### config.mk
export PLATFORM = sky130hd
export DESIGN_NAME = vector_add
export DESIGN_NICKNAME = d
export VERILOG_FILES = /design/src/rtl/vector_add.sv
export SDC_FILE = /design/constraint.sdc
export NUM_CORES = 1
export LEC_CHECK = 0
export ABC_AREA = 1
export BUFFER_PORTS_ARGS = -buffer_cell sky130_fd_sc_hd__buf_2
export CAP_MARGIN = 20
export CORE_ASPECT_RATIO = 1.2
export CORE_MARGIN = 2
export CORE_UTILIZATION = 59
export CTS_CLUSTER_SIZE = 30
export DETAILED_ROUTE_END_ITERATION = 8
export GPL_TIMING_DRIVEN = 0
export PLACE_DENSITY = 0.95
export SYNTH_ARGS = -nofsm -noshare
export SYNTH_HDL_FRONTEND = slang
export SYNTH_SLANG_ARGS = --single-unit
### constraint.sdc
create_clock -name clk -period 5.1 [get_ports clk]
set_input_delay 1.02 -clock clk [delete_from_list [all_inputs] [get_ports clk]]
set_output_delay 1.02 -clock clk [all_outputs]
set_load 0.03 [all_outputs]
### src/rtl/vector_add.sv
// Element-wise signed vector adder: captures a/b, adds TILING cells per clock, holds the sum until accepted.
// Define VECTOR_ADD_SATURATE_EN to clamp overflowing cells instead of wrapping them.

module vector_add_cell #(
  parameter int AW = 8,
  parameter int BW = 8,
  parameter int RW = 8
) (
  input  logic signed [AW-1:0] a,
  input  logic signed [BW-1:0] b,
  output logic        [RW-1:0] sum,
  output logic                 ovf
);
  localparam int SW = ((AW > BW) ? AW : BW) + 1;
  localparam int CW = ((SW > RW) ? SW : RW) + 1;
  localparam logic signed [CW-1:0] MAXV = CW'((64'sd1 <<< (RW-1)) - 64'sd1);
  localparam logic signed [CW-1:0] MINV = ~MAXV;

  logic signed [CW-1:0] ax, bx, s;

  // Extra headroom bit keeps the sum exact so the range check is a plain compare.
  assign ax  = CW'(a);
  assign bx  = CW'(b);
  assign s   = ax + bx;
  assign ovf = (s > MAXV) || (s < MINV);

`ifdef VECTOR_ADD_SATURATE_EN
  assign sum = ovf ? (s[CW-1] ? MINV[RW-1:0] : MAXV[RW-1:0]) : s[RW-1:0];
`else
  assign sum = s[RW-1:0];
`endif
endmodule

module vector_add #(
  parameter int VECTOR_LEN        = 5,
  parameter int A_CELL_WIDTH      = 8,
  parameter int B_CELL_WIDTH      = 8,
  parameter int RESULT_CELL_WIDTH = 8,
  parameter int TILING            = 2
) (
  input  logic                                      clk,
  input  logic                                      rst,
  input  logic [VECTOR_LEN*A_CELL_WIDTH-1:0]        a,
  input  logic                                      a_valid,
  output logic                                      a_ready,
  input  logic [VECTOR_LEN*B_CELL_WIDTH-1:0]        b,
  input  logic                                      b_valid,
  output logic                                      b_ready,
  output logic [VECTOR_LEN*RESULT_CELL_WIDTH-1:0]   result,
  output logic                                      result_valid,
  input  logic                                      result_ready,
  output logic                                      error
);
  localparam int NCHUNK = (VECTOR_LEN + TILING - 1) / TILING;
  localparam int IW     = (NCHUNK > 1) ? $clog2(NCHUNK) : 1;
  localparam logic [IW-1:0] LAST = IW'(NCHUNK - 1);

  typedef enum logic [1:0] {IDLE, COMPUTE, DONE} state_t;
  state_t state, state_nxt;

  logic [VECTOR_LEN-1:0][A_CELL_WIDTH-1:0]      a_q;
  logic [VECTOR_LEN-1:0][B_CELL_WIDTH-1:0]      b_q;
  logic [VECTOR_LEN-1:0][RESULT_CELL_WIDTH-1:0] sum, res_q;
  logic [VECTOR_LEN-1:0]                        ovf, sel;
  logic [IW-1:0]                                chunk;
  logic a_got, b_got, a_acc, b_acc, both;

  assign a_ready = (state == IDLE) && !a_got;
  assign b_ready = (state == IDLE) && !b_got;
  assign a_acc   = a_valid && a_ready;
  assign b_acc   = b_valid && b_ready;
  // The second operand may arrive on the same edge we leave IDLE.
  assign both    = (a_got || a_acc) && (b_got || b_acc);
  assign result  = res_q;

  for (genvar i = 0; i < VECTOR_LEN; i++) begin : g_cell
    vector_add_cell #(
      .AW(A_CELL_WIDTH), .BW(B_CELL_WIDTH), .RW(RESULT_CELL_WIDTH)
    ) u_cell (
      .a(a_q[i]), .b(b_q[i]), .sum(sum[i]), .ovf(ovf[i])
    );
    assign sel[i] = (chunk == IW'(i / TILING));
  end

  always_ff @(posedge clk) begin
    if (rst) state <= IDLE;
    else     state <= state_nxt;
  end

  always_comb begin
    state_nxt = state;
    case (state)
      IDLE:    if (both) state_nxt = COMPUTE;
      COMPUTE: if (chunk == LAST) state_nxt = DONE;
      DONE:    if (result_valid && result_ready) state_nxt = IDLE;
      default: state_nxt = IDLE;
    endcase
  end

  always_ff @(posedge clk) begin
    if (rst) begin
      a_q          <= '0;
      b_q          <= '0;
      a_got        <= 1'b0;
      b_got        <= 1'b0;
      res_q        <= '0;
      error        <= 1'b0;
      result_valid <= 1'b0;
      chunk        <= '0;
    end else begin
      if (a_acc) begin
        a_q   <= a;
        a_got <= 1'b1;
      end
      if (b_acc) begin
        b_q   <= b;
        b_got <= 1'b1;
      end
      case (state)
        IDLE: if (both) begin
          chunk <= '0;
          error <= 1'b0;
        end
        COMPUTE: begin
          chunk <= chunk + 1'b1;
          for (int i = 0; i < VECTOR_LEN; i++)
            if (sel[i]) res_q[i] <= sum[i];
          error <= error | (|(ovf & sel));
        end
        DONE: begin
          // Valid is registered, so it rises one edge after entering DONE.
          if (result_valid && result_ready) begin
            result_valid <= 1'b0;
            a_got        <= 1'b0;
            b_got        <= 1'b0;
          end else begin
            result_valid <= 1'b1;
          end
        end
        default: ;
      endcase
    end
  end
endmodule

==> summary.md, run 1 <==
| Metric | Value |
|---|---|
| Outcome | complete, no violations |
| Post-DP HPWL | about 13000 µm |
| Area leader, netlist | dfxtp_1 |
| Die Wd | ~100 µm |
| Hold buffers post-CTS | 0 |
| Mean Syn Cell Area | 7.49 µm² |
| Min Hold Slack | 0.474 ns |
| CTS Buffer Depth | 2 |
| Root buffer cell | clkbuf_16 |
| I/O Buffers | 127 |
| Max VDD drop | approximately 0.00024 V |
| Syn_nets | between 900 and 1000 |
| Cts bufs inserted | 17 |
| Ratio of cells with drive above 1 in the final layout | between 10% and 20% |
| Mux cell area share after synthesis | 0% |
| Final instance area | between 0.007 and 0.008 mm² |
| Number of cells upsized or downsized after cts | 0 |
| Standby leakage power | around 3.8 nW |
| Largest net degree at the start of global routing | 17 |
| CTS H-tree lvls | 4 |
| Synth Area in Compound Gates | approximately 17% |
| Max Slew Vio Count | 0 |
| CP arrival | 1.41 ns |
| Worst-path maximum fanout | 4 |
| Area grow syn2layout | 21.4% |
| Placer Congestion | 0.946 |
| Via count | approximately 6300 |
| Area contributors post-synth | dfxtp_1 (41%), nor2_1 (11%), ha_1 (8.7%) |
| Clock transition at path regs | approximately 0.06 ns |
| RSZ-0062 raised after global routing | false |
| Die Height | 116 µm |
| Clock Sinks | 128 |
| Ant diodes | 0 |
| Total GRT Usage | 31.3% |
| Clock skew | 0.00471 ns |
| Synth Area in XOR/XNOR | 3.52% |
| Min Tclk post-route | approximately 2.4 ns |
| Placed Instance Area | 0.00701 mm² |
| Clk Latency, worst-skew pair | about 0.42 ns |
| DR iter-0 viols | 640 |
| Largest family of logic cells by synthesized area | simple AND/OR/NAND/NOR gates |
| Max_cap viols | 0 |
| Area share of fa/ha/maj cells after synthesis | 10.3% |
| Max-slew headroom | about 64% |
| Synth top area share | between 40% and 50% |
| Register bit total from synthesis | 128 |
| Setup TNS | 0 ns |
| Setup Buffers After CTS | 0 |
| Antenna viol nets, final | 0 |
| Die ar. | 0.0114 mm² |
| Core Area | between 0.01 and 0.015 mm² |
| Worst-margin pin slew | about 0.54 ns |
| First-pass GRT wire length | about 28000 µm |
| DRT Pass-1 Iters | 6 |
| Residual DRC count | 0 |
| Req. time, crit path | a little over 4 ns |
| Post-synthesis share of cell area spent on and, or, nand and nor gates | a little over a fifth |
| CP max stage delay | ~0.35 ns |
| Yosys warns | 0 |
| Final period util | between 40% and 50% |
| Crit path cell chain | inv_2, nand2_4, nor2_1, buf_2 |
| Cells after Synth | 830 |
| Vias in the first global route | between 6000 and 7000 |
| Remaining Overflow, GRT | 0 |
| Sequential area share after synthesis | about two fifths |
| Routed WL per cell | around 16 µm |
| CP top delay family | buffers and inverters |
| Crit Path Category | flop to output port |
| Total wire length | between 15000 and 20000 µm |
| Initial Util | around three fifths |
| Total power per unit cell area | around 400 mW/mm² |
| Buf+Inv Stages, Crit Path | 2 |
| CTS tree | built |
| Routed vias/inst | approximately 5.6 |
| CP max-delay cell | dfxtp_1 |
| Synth Cell Area | ~0.0062 mm² |
| Synth cell types | 36 |
| Final Setup Violations | 0 |
| Row cnt | 41 |
| Fmax | 412 MHz |
| Initial antenna violation count | 0 |
| Final Hold Viols | 0 |
| I/O pin count | around 130 |
| Final #Nets | 1109 |
| Crit. End Element | output port |
| HP Class | flop to flop |
| CP startpoint kind | flop |
-- cells by family after synthesis --
family	after synthesis
adder cells (fa/ha/maj)	48
AND/OR/NAND/NOR	328
flip-flops	128
buffers and inverters	100
AO/OA/AOI/OAI	201
XOR/XNOR	25
-- path summary, 6_finish.rpt --
check / from / end / slack [ns] / cells past startpoint
max reg2reg: b_q[24]$_SDFFE_PP0P_ / error$_SDFFE_PP0P_ / 3.12 / 11
min: result[9]$_SDFFE_PP0P_ / result[9]$_SDFFE_PP0P_ / 0.47 / 2
max: state[0]$_SDFFE_PP0P_ / a_ready / 2.67 / 4
min reg2reg: result[9]$_SDFFE_PP0P_ / result[9]$_SDFFE_PP0P_ / 0.47 / 2
-- worst register-to-register path: cells and delay by family, from the launching register on --
family	cells	cell delay [ns]
adder cells (fa/ha/maj)	2	0.60
AO/OA/AOI/OAI	2	0.33
AND/OR/NAND/NOR	6	0.52
buffers and inverters	1	0.06
flip-flops	1	0.35
-- where the power goes --
group,switching [mW],total (mW),internal (mW),leakage [nW]
registers,0.0695,1.18,1.11,1.05
clock network,0.421,1.10,0.684,0.262
logic,0.455,0.699,0.244,2.50
total,0.945,2.99,2.04,3.81
-- metrics by stage --
step,std cells,setup WS [ns],util [%],power [mW]
floorplan,830,3.18,-,1.66
global placement,1086,2.87,67.3,1.84
detailed placement,1086,2.79,67.3,1.87
CTS,1116,2.71,72.4,2.97
global route,1116,2.66,72.4,3.11
finish,1116,2.67,72.4,2.99
-- cells in the final DEF (no fill, tap or decap), drive strengths merged --
master | Yosys | final
o211ai | 2 | 2
ha | 43 | 43
o21bai | 1 | 1
nand2 | 118 | 118
a31oi | 7 | 7
xnor2 | 11 | 11
dfxtp | 128 | 128
inv | 64 | 64
a211oi | 1 | 1
xor2 | 14 | 14
o221ai | 4 | 4
a21oi | 67 | 67
o21ai | 116 | 116
o31ai | 1 | 1
nor3 | 3 | 3
buf | 26 | 153
a22oi | 1 | 1
bufinv | 0 | 1
fa | 5 | 5
clkinvlp | 0 | 1
clkinv | 0 | 5
nor3b | 1 | 1
nand4 | 1 | 1
a21o | 1 | 1
nand3 | 20 | 20
nand3b | 1 | 1
clkbuf | 10 | 33
nor2 | 183 | 183
and3 | 1 | 1
-- cells in the mapped netlist, drive strengths merged --
library cell / count
a211oi: 1
xnor2: 11
nor3b: 1
and3: 1
xor2: 14
a22oi: 1
a21o: 1
nand3b: 1
o31ai: 1
o21bai: 1
nor2: 183
a21oi: 67
ha: 43
inv: 64
fa: 5
o21ai: 116
o221ai: 4
nor3: 3
nand3: 20
buf: 26
nand4: 1
dfxtp: 128
o211ai: 2
nand2: 118
clkbuf: 10
a31oi: 7
-- layer usage --
| metal | global-route usage [%] | wire length [µm] |
|---|---|---|
| met5 | 0 | 0 |
| met4 | 19.7 | 770 |
| met3 | 7.66 | 1420 |
| met2 | 54.6 | 8700 |
| met1 | 34.5 | 6770 |
-- registers in the layout, summed over array words and instances, names as in the netlist --
| register | count |
|---|---|
| a_got | 1 |
| a_q | 40 |
| b_got | 1 |
| b_q | 40 |
| chunk | 2 |
| error | 1 |
| result | 40 |
| result_valid | 1 |
| state | 2 |
-- cell type report --
type                            count  area [µm²]
Buffer                             36         190
Tap cell                          129         161
Clock inverter                      7        62.6
Timing Repair Buffer              127         636
Fill cell                         752        2870
Multi-Input combinational cell    602        3220
Clock buffer                       23         468
Sequential cell                   128        2560
Inverter                           64         240
Note: power is estimated with default switching activity, not from simulation.
==> run 2: changes to the inputs <==
--- a/config.mk
+++ b/config.mk
@@ -10,11 +10,11 @@
 export CAP_MARGIN = 20
 export CORE_ASPECT_RATIO = 1.2
 export CORE_MARGIN = 2
-export CORE_UTILIZATION = 59
+export CORE_UTILIZATION = 55
 export CTS_CLUSTER_SIZE = 30
 export DETAILED_ROUTE_END_ITERATION = 8
 export GPL_TIMING_DRIVEN = 0
-export PLACE_DENSITY = 0.95
+export PLACE_DENSITY = 0.91
 export SYNTH_ARGS = -nofsm -noshare
 export SYNTH_HDL_FRONTEND = slang
 export SYNTH_SLANG_ARGS = --single-unit
==> constraint.sdc (replaced) <==
create_clock -name clk -period 2.46 [get_ports clk]
set_input_delay 0.492 -clock clk [delete_from_list [all_inputs] [get_ports clk]]
set_output_delay 0.492 -clock clk [all_outputs]
set_load 0.03 [all_outputs]
==> run 2 against run 1 <==
Power up 120%; die area increased by 7.0%; count of clock-buffer cells in the layout down 5; largest cell class unchanged; critical path type is now flop to flop; core utilization shrank 3.1 points; non-clock buffer count stayed put; clock skew is 0.0027 ns higher; hold slack got worse by 0.19 ns.
==> summary.md, run 2 (same netlist as run 1, synthesis figures left out) <==
| Metric | Value |
|---|---|
| Antenna viol nets, final | 0 |
| I/O Buffers | roughly 130 |
| Max Slew Vio Count | 0 |
| Ratio of cells with drive above 1 in the final layout | about a fifth |
| Min Tclk post-route | ~2 ns |
| Largest net degree at the start of global routing | 17 |
| Die ar. | ~0.012 mm² |
| Area taken by multi-input logic gates | around 0.0032 mm² |
| CTS H-tree lvls | 4 |
| Final Hold Viols | 0 |
| Area grow syn2layout | 23.0% |
| Final instance area | approximately 0.0076 mm² |
| Crit. End Element | flop |
| NetSw | between 2 and 2.5 mW |
| Crit path cell chain | ha_1, inv_1, fa_1, o21ai_2, nand2_1, nand2_1, nand2_1, nand3_1, nand2_1, nor2_1, a21oi_1 |
| Setup Buffers After CTS | 0 |
| Root buffer cell | clkbuf_16 |
| Clock skew | 0.00737 ns |
| Routed vias/inst | around 5.5 |
| Min Hold Slack | just under 0.3 ns |
| Post-DP HPWL | 12100 µm |
| Die Height | between 100 and 150 µm |
| Power Internal | approximately 4.5 mW |
| I/O pin count | between 100 and 150 |
| Max_cap viols | 0 |
| First-pass GRT wire length | around 27000 µm |
| CP max-delay cell | fa_1 |
| Total power per unit cell area | between 800 and 900 mW/mm² |
| Row cnt | 42 |
| DR iter-0 viols | 470 |
| Vias in the first global route | 5854 |
| Final period util | 79.3% |
| Die Wd | 101 µm |
| Max VDD drop | 0.000536 V |
| Core Area | 0.0110 mm² |
| Number of cells upsized or downsized after cts | 0 |
| Clock network fraction of total power | 40.7% |
| Combinational Power Share | between 20% and 30% |
| Finished Layout Cells | 1122 |
| Register Area | between 0.002 and 0.003 mm² |
| Placed cell count | 1089 |
| Commonest non-fill, non-tap cell in the layout | nor2_1 |
| Req. time, crit path | approximately 2.8 ns |
| Fillers | ~870 |
| HP Class | input pin to flop |
| Clk Latency, worst-skew pair | roughly 0.42 ns |
| Cts bufs inserted | 17 |
| Max-slew headroom | between 60% and 70% |
| Fmax | between 500 and 600 MHz |
| Switching Share | ~31% |
| CP dominant cell by count | nand2_1 |
| Seq pwr share | 37.3% |
| Via count | a little over 6000 |
| CP max stage delay | around 0.42 ns |
| Worst-path maximum fanout | 4 |
| Hold buffers post-CTS | 0 |
| Total GRT Usage | between 20% and 30% |
| Placed Instance Area | 0.00701 mm² |
| Crit Path Category | flop to flop |
| Routed WL per cell | roughly 15 µm |
| Residual DRC count | 0 |
| CP arrival | 2.27 ns |
| CTS tree | built |
| Outcome | complete, no violations |
| Placer Congestion | approximately 0.92 |
| Initial Util | between 50% and 60% |
| Final #Nets | approximately 1100 |
| CTS Buffer Depth | 2 |
| Clock Sinks | 128 |
| RSZ-0062 raised after global routing | false |
| Most frequent cells in the layout | nor2_1 (181), buf_2 (147), dfxtp_1 (128), nand2_1 (117), o21ai_0 (106) |
| Worst-margin pin slew | around 0.55 ns |
| Initial antenna violation count | 1 |
| CP startpoint kind | flop |
| DRT Pass-1 Iters | 5 |
| Remaining Overflow, GRT | 0 |
| Clock transition at path regs | 0.06 ns |
| Setup TNS | 0 ns |
| Total wire length | approximately 17000 µm |
| Standby leakage power | 3.85 nW |
| Final Setup Violations | 0 |
run 2: cell count changes in the layout (fill, tap and decap cells not counted), sizes merged:
cell / change
clkbuf: -5
diode: +1
clkinvlp: +2
inv: +1
clkinv: +1
bufinv: +3
run 2: layout make-up:
type	instances	share of cell area [%]
Antenna cell	1	0.0327
Buffer	36	2.49
Clock buffer	18	5.74
Clock inverter	14	2.47
Inverter	64	3.14
Multi-Input combinational cell	602	42.1
Sequential cell	128	33.5
Tap cell	132	2.16
Timing Repair Buffer	127	8.31
run 2: per-stage QoR:
| stage | utilization (%) | setup slack (ns) | power [mW] |
|---|---|---|---|
| final | 69.3 | 0.510 | 6.54 |
| after global routing | 69.3 | 0.420 | 6.81 |
| after CTS | 69.3 | 0.517 | 6.52 |
| after detailed placement | 63.6 | 0.582 | 3.87 |
| after global placement | 63.6 | 0.613 | 3.82 |
| after floorplan | - | 0.774 | 3.45 |
run 2: power groups by stage:
stage                     registers (mW)  logic (mW)  clock network, mW
after detailed placement            2.47        1.39                  0
after global routing                2.46        1.59               2.76
final                               2.44        1.44               2.66
after floorplan                     2.55       0.900                  0
after global placement              2.47        1.35                  0
after CTS                           2.44        1.42               2.66
run 2: path summary, 6_finish.rpt:
| kind | startpoint | to | slack (ns) | cells after the start |
|---|---|---|---|---|
| worst min-delay path | a[37] | a_q[37]$_SDFFE_PP0P_ | 0.29 | 3 |
| worst min register to register | result[9]$_SDFFE_PP0P_ | result[9]$_SDFFE_PP0P_ | 0.47 | 2 |
| worst max register to register | a_q[24]$_SDFFE_PP0P_ | error$_SDFFE_PP0P_ | 0.51 | 11 |
| worst max-delay path | a_q[24]$_SDFFE_PP0P_ | error$_SDFFE_PP0P_ | 0.51 | 11 |
run 2: metal layers:
metal | up-vias | part of all wire [%] | GRT usage (%)
li1 | 3020 | - | -
met2 | 273 | 48 | 49.0
met4 | 0 | 4.0 | 14.4
met3 | 46 | 7.6 | 7.34
met5 | - | 0 | 0
met1 | 2834 | 40 | 34.2
run 2: worst max-delay path, delay by kind of cell, from the launching register on:
kind,cells,cell delay [ns]
AOI/OAI and AO/OA,2,0.33
adders and majority gates,2,0.62
buffers and inverters,1,0.07
DFF,1,0.34
and+or+nand+nor,6,0.47
